**src/rtl/prog_launch_ctrl.sv**
```systemverilog
// Program-launch sequencer between the host req/ack handshake and the CPU core.
// Each accepted req loads the next program's start PC and runs the core until it halts or the watchdog expires.
//
// Ports:
//   clk       in   system clock, all state on rising edge
//   reset     in   asynchronous active-high reset
//   req       in   launch next program (accepted in IDLE/DONE only)
//   halt      in   core executed halt (observed in RUN only)
//   ack       out  program finished; level until next accepted req
//   run       out  core execute permit
//   pc_load   out  one-cycle strobe: PC <= pc_start
//   pc_start  out  start address of program prog_id
//   prog_id   out  index of program being / last launched
//   timeout   out  sticky: last program ended by watchdog
//   cycles    out  run-cycle count (only with PROG_CYCLE_CNT_EN)
//
// Build option: define PROG_CYCLE_CNT_EN to add the cycles counter/port.
module prog_launch_ctrl #(
    parameter int AW     = 8,
    parameter int NPROG  = 3,
    parameter int START0 = 0,
    parameter int START1 = 64,
    parameter int START2 = 128,
    parameter int WDT_W  = 16
) (
    input  logic          clk,
    input  logic          reset,
    input  logic          req,
    input  logic          halt,
    output logic          ack,
    output logic          run,
    output logic          pc_load,
    output logic [AW-1:0] pc_start,
    output logic [1:0]    prog_id,
    output logic          timeout
`ifdef PROG_CYCLE_CNT_EN
    ,
    output logic [31:0]   cycles
`endif
);

    typedef enum logic [1:0] {
        S_IDLE,
        S_LOAD,
        S_RUN,
        S_DONE
    } state_t;

    localparam logic [1:0]       LAST_ID = 2'(NPROG - 1);
    localparam logic [WDT_W-1:0] WDT_ONE = WDT_W'(1);

    state_t           state_q, state_d;
    logic             launch, advance, to_set, wdt_hit;
    logic [1:0]       prog_id_q, prog_id_d;
    logic [AW-1:0]    pc_start_q;
    logic [WDT_W-1:0] wdt_q, wdt_inc;
    logic             timeout_q;

    function automatic logic [AW-1:0] start_addr(input logic [1:0] id);
        case (id)
            2'd1:    return AW'(START1);
            2'd2:    return AW'(START2);
            default: return AW'(START0);
        endcase
    endfunction

    // wdt_q counts completed run cycles; the cycle whose increment
    // reaches all-ones is the last one allowed (2**WDT_W-1 run cycles).
    assign wdt_inc = wdt_q + WDT_ONE;
    assign wdt_hit = (wdt_inc == '1);

    always_comb begin
        state_d = state_q;
        launch  = 1'b0;
        advance = 1'b0;
        to_set  = 1'b0;
        ack     = 1'b0;
        run     = 1'b0;
        pc_load = 1'b0;
        case (state_q)
            S_IDLE: begin
                if (req) begin
                    state_d = S_LOAD;
                    launch  = 1'b1;
                end
            end
            S_LOAD: begin
                pc_load = 1'b1;
                state_d = S_RUN;
            end
            S_RUN: begin
                run = 1'b1;
                // halt has priority, so a same-cycle expiry is not a timeout
                if (halt) begin
                    state_d = S_DONE;
                end else if (wdt_hit) begin
                    state_d = S_DONE;
                    to_set  = 1'b1;
                end
            end
            S_DONE: begin
                ack = 1'b1;
                if (req) begin
                    state_d = S_LOAD;
                    launch  = 1'b1;
                    advance = 1'b1;
                end
            end
            default: state_d = S_IDLE;
        endcase
    end

    always_comb begin
        prog_id_d = prog_id_q;
        if (advance) begin
            prog_id_d = (prog_id_q == LAST_ID) ? 2'd0 : prog_id_q + 2'd1;
        end
    end

    // Launch-time clears happen on the accepting edge so the LOAD
    // cycle already presents clean status.
    always_ff @(posedge clk or posedge reset) begin
        if (reset) begin
            state_q    <= S_IDLE;
            prog_id_q  <= 2'd0;
            pc_start_q <= AW'(START0);
            wdt_q      <= '0;
            timeout_q  <= 1'b0;
        end else begin
            state_q   <= state_d;
            prog_id_q <= prog_id_d;
            if (launch) begin
                pc_start_q <= start_addr(prog_id_d);
            end
            if (launch) begin
                wdt_q <= '0;
            end else if (run) begin
                wdt_q <= wdt_inc;
            end
            if (launch) begin
                timeout_q <= 1'b0;
            end else if (to_set) begin
                timeout_q <= 1'b1;
            end
        end
    end

    assign pc_start = pc_start_q;
    assign prog_id  = prog_id_q;
    assign timeout  = timeout_q;

`ifdef PROG_CYCLE_CNT_EN
    logic [31:0] cycles_q;

    always_ff @(posedge clk or posedge reset) begin
        if (reset) begin
            cycles_q <= '0;
        end else if (launch) begin
            cycles_q <= '0;
        end else if (run && (cycles_q != 32'hFFFF_FFFF)) begin
            cycles_q <= cycles_q + 32'd1;
        end
    end

    assign cycles = cycles_q;
`endif

endmodule
```
**config.mk**
```make
export PLATFORM = sky130hd
export DESIGN_NAME = prog_launch_ctrl
export DESIGN_NICKNAME = d
export VERILOG_FILES = /design/src/rtl/prog_launch_ctrl.sv
export SDC_FILE = /design/constraint.sdc
export NUM_CORES = 1
export LEC_CHECK = 0
export ABC_CLOCK_PERIOD_IN_PS = 2790
export BUFFER_PORTS_ARGS = -buffer_cell sky130_fd_sc_hd__buf_4
export CAP_MARGIN = 20
export CORE_UTILIZATION = 48
export DETAILED_ROUTE_END_ITERATION = 10
export GPL_TIMING_DRIVEN = 0
export MAX_ROUTING_LAYER = met4
export PLACE_DENSITY = 0.68
export SYNTH_ARGS = -nofsm -noshare
export SYNTH_HDL_FRONTEND = slang
export SYNTH_SLANG_ARGS = --single-unit
```
**constraint.sdc**
```tcl
create_clock -name clk -period 2.79 [get_ports clk]
set_input_delay 0 -clock clk [delete_from_list [all_inputs] [get_ports clk]]
set_output_delay 0 -clock clk [all_outputs]
set_load 0.1 [all_outputs]
```
==> Implementation_results.wiki <==
{| class="wikitable"
! Metric !! Value
|-
| Residual DRC || 3
|-
| Pin count of the biggest net entering global routing || 24
|-
| Data arrival at the endpoint of the critical path || 2.47 ns
|-
| Chip width || 57.53 um
|-
| Commonest non-fill, non-tap cell in the layout || dfrtp_1
|-
| Hold/Removal Path Class || primary input to flip-flop
|-
| Storage cell area || 575.6 um^2
|-
| First-pass DRT Iterations || 7
|-
| Routability-driven placement congestion ratio || 0.8217
|-
| Kind of start point of the critical path || flip-flop
|-
| Num Clock Sinks || 23
|-
| Fraction of synthesized cell area taken by the top area cell type || 38.88%
|-
| Largest incremental delay on the critical path || 0.48 ns
|-
| Die Area || 3310 um^2
|-
| Number of global-route vias before repair || 1185
|-
| Number of port buffers || 11
|-
| Minimum clock period || 2.277 ns
|-
| Global-route congestion overflow total || 0
|-
| Fraction of registers with async set/reset || 100.0%
|-
| Complex-gate fraction of the synthesized area || 7.946%
|-
| Area growth from synthesis to final layout || 12.68%
|-
| Slowest-stage cell, CP || dfrtp_1
|-
| TritonCTS clock tree || built
|-
| Post-synthesis sequential area ratio || 38.88%
|-
| Highest ir drop seen on vdd || 0.3112 mV
|-
| Finished Core Util || 58.96%
|-
| Proportion of synthesized area in mux cells || 0%
|-
| # diodes || 0
|-
| Synth Area in Adders || 5.072%
|-
| Placeable Area || 2829 um^2
|-
| Worst path most repeated cell || nand2_1
|-
| Worst setup skew after layout || 0.002870 ns
|-
| Fin crit share || 81.61%
|-
| Run status || complete, but fails checks
|-
| IO Pins || 18
|-
| Max H-tree Level || 1
|-
| Slack of the critical path || 0.5130 ns
|-
| Maximum Capacitance Violations || 0
|-
| Hold Slack || 0.01677 ns
|-
| Lkg Pwr || 0.7879 nW
|-
| Unrepaired setup endpoints after global routing || false
|-
| Cell-by-cell listing of the critical path || inv_1 -> ha_1 -> buf_2 -> nand2_1 -> nor3_1 -> and4_2 -> nand2_1 -> xor2_1 -> nor2_1
|-
| Height of the chip || 57.53 um
|-
| Yosys top cell by area || dfrtp_1
|-
| Cell Pwr Density || 812.1 nW/um^2
|-
| Total Negative Setup Slacks || 0 ns
|-
| GRT Resource Usage Total || 20.41%
|-
| Total CTS buffers || 3
|-
| Average cell area after synthesis || 9.194 um^2
|-
| Fmax || 0.4392 GHz
|-
| Fraction of layout instances using a drive strength above 1 || 18.58%
|-
| Clock latency of the later-clocked register in the worst-skew pair || 0.32 ns
|-
| Failing checks || design-rule violations
|-
| Simple-gate share of the synthesized area || 30.26%
|-
| Net count of the finished layout || 194
|-
| Antenna violations before repair || 0
|-
| Unique cell type count in the Yosys netlist || 39
|-
| Syn Inst Count || 161
|-
| Number of fill cells || 268
|-
| Share of the synthesized netlist area taken by xor and xnor gates || 11.24%
|-
| Critical path's top delay family || simple AND/OR/NAND/NOR gates
|-
| Wire length of the first global-routing pass || 5161 um
|-
| Final wirelength || 2862 um
|-
| Most used flip-flop cell after synthesis || dfrtp_1
|-
| Actual transition at the worst max-transition pin || 0.8877 ns
|-
| Iteration-0 DRC Markers || 48
|-
| Number of vias per cell || 5.537
|-
| Total Power Consumption || 1.355 mW
|-
| Worst Path Max Fanout || 9
|-
| Crit. End Element || flip-flop
|-
| Synthesis warning total || 0
|-
| Via count || 1185
|-
| Starting Density || 52.32%
|-
| Type of the setup path with the least slack || flip-flop to flip-flop
|-
| Site Rows || 19
|-
| Worst max-slew margin expressed relative to the limit || 40.75%
|-
| Combinational family with the most area after synthesis || simple AND/OR/NAND/NOR gates
|-
| Number of synthesized register bits || 23
|-
| Worst path buffer plus inverter count || 2
|-
| Commonest non-fill, non-tap cells in the layout || 23 x dfrtp_1, 21 x nor2_1, 18 x nand2_1
|-
| Count of flip-flops with a built-in enable after synthesis || 0
|-
| Detailed Place HPWL || 2136 um
|-
| Ranking of synthesized cells by area || dfrtp_1 39%, xnor2_1 5.9%, nor2_1 5.3%
|-
| Multi-input combinational cell area || 829.5 um^2
|-
| Post-placement setup slack || 0.5501 ns
|-
| Number of endpoints with negative hold slack in the final report || 0
|-
| CP required || 2.99 ns
|-
| Number of gates given a new drive strength after cts || 0
|-
| CTS clk-pin slew, worst paths || 0.13 ns
|-
| Final number of max-transition violations || 0
|-
| Routed Antenna Nets || 0
|-
| Final setup fails || 0
|-
| Area of the mapped netlist || 1480 um^2
|-
| Maximum clock path buffer count || 2
|-
| Per-cell routed wire length || 13.37 um
|-
| CTS Root Buffer Type || clkbuf_4
|}
power breakdown:
part	internal, mW	switching (mW)
clock network	0.0537	0.103
logic	0.178	0.573
registers	0.384	0.0635
cell families (layout without fill, tap and decap cells):
| group | after synthesis | in the layout |
|---|---|---|
| AO/OA/AOI/OAI | 17 | 17 |
| XOR/XNOR | 19 | 19 |
| adder cells (fa/ha/maj) | 6 | 6 |
| buffers and inverters | 18 | 35 |
| flip-flops | 23 | 23 |
| other | 1 | 6 |
| AND/OR/NAND/NOR | 77 | 77 |
sequential cells by signal (all words and copies together), names as in the netlist:
name,flops
prog_id,2
timeout,1
pc_start,2
state_q,2
wdt_q,16
per-stage QoR:
stage | std cells | cell area (um^2)
floorplan | 166 | 1499
global placement | 208 | 1620
CTS | 214 | 1668
finish | 214 | 1668
detailed placement | 208 | 1620
global route | 214 | 1668
metal layers:
| layer | GRT usage [%] | up-vias | routed length, um |
|---|---|---|---|
| li1 | - | 580 | - |
| met1 | 23.63 | 579 | 1255 |
| met2 | 36.88 | 20 | 1477 |
| met3 | 2.041 | 6 | 91 |
| met4 | 6.272 | 0 | 38 |
| met5 | - | - | 0 |
worst register-to-register path: cells and delay by family (launching register included):
family	cells	cell delay, ns
xor gates and xnor gates	1	0.14
adders and majority gates	1	0.16
buffers and inverters	2	0.31
DFF	1	0.48
and+or+nand+nor	5	1.09
cell type report:
| type | instances | area share, % |
|---|---|---|
| Clock buffer | 3 | 1.350 |
| Timing Repair Buffer | 13 | 6.152 |
| Buffer | 11 | 4.051 |
| Inverter | 7 | 1.575 |
| Sequential cell | 23 | 34.51 |
| Tap cell | 31 | 2.326 |
| Multi-Input combinational cell | 125 | 49.74 |
| Clock inverter | 1 | 0.3001 |
path summary, 6_finish.rpt:
check / cells after the start / to / startpoint / slack (ns)
hold reg to reg: 2 / pc_start[6] / pc_start[6] / 0.49
setup reg to reg: 9 / wdt_q[12] / state_q[0] / 0.51
setup / recovery: 9 / wdt_q[12] / state_q[0] / 0.51
min in group asynchronous: 3 / wdt_q[15] / reset / 0.43
max in group asynchronous: 3 / wdt_q[9] / reset / 1.82
hold / removal: 4 / pc_start[7] / req / 0.02
cell usage after synthesis (2+ instances only):
master,instances
o31ai_1,2
clkbuf_1,2
nand2_1,18
nor2_1,21
xor2_1,9
and4_2,2
nor2b_1,2
nand3_1,8
xnor2_1,10
nand4_2,2
ha_1,6
o21ai_0,2
a211oi_1,2
inv_1,7
nor4_4,2
and3_1,2
nand2b_1,3
a21oi_1,2
a31oi_1,4
buf_4,6
dfrtp_1,23
buf_2,3
nor3_1,7
what timing repair did:
action                    in CTS  in global routing
hold buffers                   2                  0
hold endpoints to repair      24                  0
setup buffers                  0                  0
Note: power is estimated with default switching activity, not from simulation.
